## src/rtl/drum_pkg.sv

```systemverilog
// Shared types and constants for the noise drum voice.
// Holds the envelope state encoding and sample/envelope widths.
package drum_pkg;

   typedef enum logic [1:0] {
      IDLE,
      HOLD,
      DECAY
   } env_state_t;

   localparam int SAMPLE_W = 10;
   localparam int ENV_W    = 8;
   localparam logic [SAMPLE_W-1:0] MIDSCALE = 10'd512;

endpackage

```

## src/rtl/ad_envelope.sv

```systemverilog
// Hold/decay amplitude envelope with trigger edge detect.
// A hit loads velocity, holds it, then steps down one per prescale period.
module ad_envelope
   import drum_pkg::*;
#(
   parameter int HOLD_TICKS = 64,
   parameter int PRESCALE_W = 8
) (
   input  logic                  audio_tick,
   input  logic                  reset,
   input  logic                  trigger,
   input  logic [ENV_W-1:0]      velocity,
   input  logic [PRESCALE_W-1:0] decay_rate,
   output logic [ENV_W-1:0]      env,
   output logic                  active
);

   localparam int HC_W =
      (HOLD_TICKS > 1) ? $clog2(HOLD_TICKS) : 1;
   localparam logic [HC_W-1:0] HOLD_LAST =
      HC_W'((HOLD_TICKS > 0) ? HOLD_TICKS - 1 : 0);
   localparam env_state_t HIT_STATE =
      (HOLD_TICKS > 0) ? HOLD : DECAY;

   env_state_t            state;
   logic                  trig_prev;
   logic [HC_W-1:0]       hold_cnt;
   logic [PRESCALE_W-1:0] presc;
   logic                  hit;

   assign hit = trigger & ~trig_prev;

   // Envelope FSM: a hit overrides every other transition.
   always_ff @(posedge audio_tick) begin
      if (reset) begin
         state     <= IDLE;
         trig_prev <= 1'b0;
         env       <= '0;
         hold_cnt  <= '0;
         presc     <= '0;
         active    <= 1'b0;
      end else begin
         trig_prev <= trigger;
         if (hit) begin
            env      <= velocity;
            hold_cnt <= '0;
            presc    <= '0;
            if (velocity == '0) begin
               state  <= IDLE;
               active <= 1'b0;
            end else begin
               state  <= HIT_STATE;
               active <= 1'b1;
            end
         end else begin
            unique case (state)
               IDLE: begin
                  env      <= '0;
                  hold_cnt <= '0;
                  presc    <= '0;
               end
               HOLD: begin
                  if (hold_cnt == HOLD_LAST) begin
                     state    <= DECAY;
                     hold_cnt <= '0;
                     presc    <= '0;
                  end else begin
                     hold_cnt <= hold_cnt + 1'b1;
                  end
               end
               DECAY: begin
                  if (presc == decay_rate) begin
                     presc <= '0;
                     if (env <= 8'd1) begin
                        env    <= '0;
                        state  <= IDLE;
                        active <= 1'b0;
                     end else begin
                        env <= env - 1'b1;
                     end
                  end else begin
                     presc <= presc + 1'b1;
                  end
               end
               default: begin
                  state  <= IDLE;
                  env    <= '0;
                  active <= 1'b0;
               end
            endcase
         end
      end
   end

endmodule

```

## src/rtl/noise_drum_voice.sv

```systemverilog
// Noise percussion voice: envelope-scaled LFSR noise.
// Two-stage pipeline from noise/envelope to the offset-binary output.
module noise_drum_voice
   import drum_pkg::*;
#(
   parameter int HOLD_TICKS = 64,
   parameter int PRESCALE_W = 8
) (
   input  logic                  audio_tick,
   input  logic                  reset,
   input  logic                  trigger,
   input  logic [ENV_W-1:0]      velocity,
   input  logic [PRESCALE_W-1:0] decay_rate,
   input  logic [SAMPLE_W-1:0]   noise_in,
   output logic [SAMPLE_W-1:0]   voice_out,
   output logic                  active
);

   localparam int PROD_W = SAMPLE_W + ENV_W;

   logic        [ENV_W-1:0]    env;
   logic signed [SAMPLE_W-1:0] s1_s;
   logic        [ENV_W-1:0]    s1_env;
   logic signed [ENV_W:0]      env_s;
   logic signed [PROD_W-1:0]   p;
   logic signed [SAMPLE_W-1:0] q;

   ad_envelope #(
      .HOLD_TICKS (HOLD_TICKS),
      .PRESCALE_W (PRESCALE_W)
   ) u_env (
      .audio_tick (audio_tick),
      .reset      (reset),
      .trigger    (trigger),
      .velocity   (velocity),
      .decay_rate (decay_rate),
      .env        (env),
      .active     (active)
   );

   assign env_s = $signed({1'b0, s1_env});
   assign p     = PROD_W'(s1_s) * PROD_W'(env_s);
   assign q     = SAMPLE_W'(p >>> 8);

   // Stage 1 centres the noise, stage 2 registers the scaled sample.
   always_ff @(posedge audio_tick) begin
      if (reset) begin
         s1_s      <= '0;
         s1_env    <= '0;
         voice_out <= MIDSCALE;
      end else begin
         s1_s      <= {~noise_in[9], noise_in[8:0]};
         s1_env    <= env;
         voice_out <= {~q[9], q[8:0]};
      end
   end

endmodule
```

## config.mk

```make
export PLATFORM = sky130hd
export DESIGN_NAME = noise_drum_voice
export DESIGN_NICKNAME = d
export VERILOG_FILES = /design/src/rtl/drum_pkg.sv /design/src/rtl/ad_envelope.sv /design/src/rtl/noise_drum_voice.sv
export SDC_FILE = /design/constraint.sdc
export NUM_CORES = 1
export LEC_CHECK = 0
export ABC_AREA = 1
export CAP_MARGIN = 20
export CORE_ASPECT_RATIO = 1.1
export CORE_UTILIZATION = 55
export CTS_CLUSTER_SIZE = 30
export DETAILED_ROUTE_END_ITERATION = 10
export GPL_ROUTABILITY_DRIVEN = 0
export GPL_TIMING_DRIVEN = 0
export MAX_ROUTING_LAYER = met4
export PLACE_DENSITY_LB_ADDON = 0.05
export SYNTH_ARGS = -nofsm -noshare
export SYNTH_HDL_FRONTEND = slang
export SYNTH_SLANG_ARGS = --single-unit
```

## constraint.sdc

```tcl
create_clock -name audio_tick -period 4 [get_ports audio_tick]
set_clock_uncertainty 0.2 [all_clocks]
set_input_delay 0.8 -clock audio_tick [delete_from_list [all_inputs] [get_ports audio_tick]]
set_output_delay 0.8 -clock audio_tick [all_outputs]
set_load 0.02 [all_outputs]
```

==> flow_summary.json, run 1 <==
{
  "syn_avg_cell_area_sq_um": 7.20,
  "wire_per_inst_um": 14.7,
  "vdd_drop_max_v": 0.000172,
  "endpoint_kind": "flip-flop",
  "grtUsageMet1_pct": 32.3,
  "setup_slack_ns": -0.282,
  "port_buffers": 38,
  "hp-class": "flip-flop to flip-flop",
  "worstHoldStart": "u_env.env[5]",
  "fmax_mhz": 234,
  "diodes": 0,
  "h-tree-depth": 2,
  "synth_area_sq_mm": 0.00541,
  "drive_gt1_share_pct": 23.1,
  "drt_iter0_drc": 267,
  "setup_tns_ns": -1.44,
  "max_slew_margin_pct": 51.0,
  "dieHeight_um": 106,
  "yosysWarnings": 0,
  "cts_sinks": 54,
  "syn_inst": 751,
  "total_power_mw": 1.38,
  "path_cells": "nand2_1, inv_2, fa_1, inv_4, buf_6, fa_1, inv_1, fa_1, inv_2, fa_1, inv_2, ha_4, a21oi_4, o21ai_4, a21oi_1, nand3_1, nand2_1, nor2_1",
  "cp-start-kind": "flip-flop",
  "hold_viol": 0,
  "clockRootBuffer": "clkbuf_8",
  "cts.clk_slew.worst_paths_ns": 0.11,
  "use_met2_pct": 49.3,
  "cp_top_family": "adder cells",
  "drc": 0,
  "cpMostUsedCell": "fa_1",
  "timing.rr.start": "s1_env[1]",
  "period_share_pct": 107,
  "holdPathEnd": "s1_env[5]",
  "status": "complete, but fails checks",
  "rsz0062_at_grt": "true",
  "power_density_mw_per_mm2": 197,
  "final-setup-viol-count": 8,
  "fin_crit_ns": 4.28,
  "initial_utilization_pct": 57.2,
  "reg2reg_depth": 18,
  "area_growth_pct": 29.1,
  "coreArea_sq_mm": 0.00944,
  "tightest_slew_ns": 0.735,
  "drt-total-wl_um": 13700,
  "first_pass_iters": 5,
  "top_usage_layer": "met2",
  "die_area_sq_mm": 0.0102,
  "grt_max_degree": 19,
  "vias_per_cell": 5.19,
  "ctsHoldBuffers": 0,
  "violations": "negative setup slack",
  "dp_slack_ns": -0.497,
  "gr-usage-met3_pct": 3.58,
  "numCtsBuffers": 5,
  "synth_cell_types": 32,
  "crit_start": "s1_env[1]",
  "synth_seq_cells": 54,
  "whs_path_depth": 2,
  "hpwl_um": 9600,
  "final_common_cell": "inv_1",
  "cts_tree": "built",
  "maxCapViolCount": 0,
  "critPathMaxStageDelay_ns": 0.55,
  "reg2reg_slack_ns": -0.28,
  "rows": 37,
  "num_vias": 4854,
  "drv_slew": 0,
  "cp_data_arrival_time_ns": 4.31,
  "final_cell_mix": "160 x inv_1, 147 x nand2_1, 59 x nor2_1, 58 x fa_1, 41 x dfxtp_1",
  "finalNetCount": 945,
  "dieWidth_um": 96.5,
  "crit_fanout": 9,
  "track_usage_pct": 28.1,
  "cts_buffer_depth": 2,
  "syn-num-nets": 878,
  "grt_pass1_vias": 4919,
  "required_ns": 4.03,
  "drtAntennaViolNets": 0,
  "gr-total-overflow": 0,
  "pin_count": 40,
  "critPathKind": "flip-flop to flip-flop",
  "timing.rr.end": "voice_out[8]",
  "p_leak_nw": 3.60,
  "insertion_delay_ns": 0.32,
  "cp.buffers_inverters": 6,
  "yosysSeqAreaShare_pct": 20.0,
  "slowest_stage": "fa_1",
  "grt_antenna_before_repair": 0,
  "grt_pass1_wl_um": 21800
}
## final cells by class
class,instances,area [sq um]
Multi-Input combinational cell,481,4050
Fill cell,708,2460
Sequential cell,54,1110
Inverter,190,721
Timing Repair Buffer,70,683
Buffer,16,151
Tap cell,117,146
Clock buffer,5,68.8
Clock inverter,3,48.8
## worst min-delay path, cell delays in order (launching register included)
cell     delay, ns
dfxtp_1       0.32
inv_1         0.04
nor2_1        0.05
## kinds of logic (layout without fill, tap and decap cells)
family / count (synthesis) / in the layout / share of synthesized area [%]
AND/OR/NAND/NOR: 299 / 299 / 23.1
buffers and inverters: 216 / 284 / 15.7
adder cells (fa/ha/maj): 98 / 98 / 31.4
AO/OA/AOI/OAI: 61 / 61 / 6.11
flip-flops: 54 / 54 / 20.0
XOR/XNOR: 23 / 23 / 3.73
## state kept, by name, summed over array words and instances, names as in the netlist
name / count
u_env.presc: 8
voice_out: 10
s1_env: 8
s1_s: 10
u_env.state: 2
u_env.trig_prev: 1
u_env.active: 1
u_env.hold_cnt: 6
u_env.env: 8
## Yosys cell counts, drive strengths merged
master,number,share of area [%]
fa,63,23
nor4,3,0.35
o21bai,1,0.14
o211ai,2,0.28
o21a,2,0.28
a211oi,2,0.28
a221oi,1,0.16
nor2,72,5.3
buf,9,1.3
nand4,12,1.4
or2,1,0.12
clkbuf,17,1.2
dfxtp,54,20
a21oi,38,3.5
nand3,25,2.3
nand3b,2,0.28
a32oi,1,0.16
ha,35,8.1
nand2,183,13
inv,190,13
xnor2,14,2.3
o21ai,14,1.3
xor2,9,1.5
nor3,1,0.092
## per-stage QoR
step           instance area, sq um  util [%]  hold WS, ns  instances
6_report                       6980      73.9        0.237        936
5_1_grt                        6980      73.9        0.262        936
4_1_cts                        6660      70.5        0.249        933
3_5_place_dp                   6040      64.0        0.239        906
3_3_place_gp                   6040      64.0        0.229        906
2_1_floorplan                  5510         -        0.213        751
## per-layer routing
| layer | part of all wire, % | vias up |
|---|---|---|
| li1 | - | 2353 |
| met1 | 39 | 2302 |
| met2 | 53 | 156 |
| met3 | 4.9 | 43 |
| met4 | 3.2 | 0 |
| met5 | 0 | - |
## where the power goes
group / switching, mW / internal, mW / total [mW] / leakage, nW
clock: 0.203 / 0.191 / 0.394 / 0.0563
combinational: 0.222 / 0.174 / 0.396 / 3.10
sequential: 0.0289 / 0.560 / 0.589 / 0.448
## timing repair
action	4_1_cts	5_1_grt
hold endpoints to repair	0	0
buffers inserted	25	8
cloned	0	1
pin swaps	47	67
resized for setup	95	90
setup endpoints to repair	10	10
## worst max path at each step
stage / end / cells past startpoint / slack [ns]
6_report: voice_out[8] / 18 / -0.28
2_1_floorplan: voice_out[8] / 17 / -0.01
5_1_grt: voice_out[8] / 18 / -0.38
4_1_cts: voice_out[8] / 18 / -0.21
3_5_place_dp: voice_out[9] / 17 / -0.50
3_3_place_gp: voice_out[8] / 16 / -0.47
No activity file was read; power rests on OpenSTA's default activity.
==> run 2, diff against run 1 <==
Settings changed: SLEW_MARGIN set to 20.
==> results of run 2 <==
Final layout, timing and power as in run 1 (identical DEF).
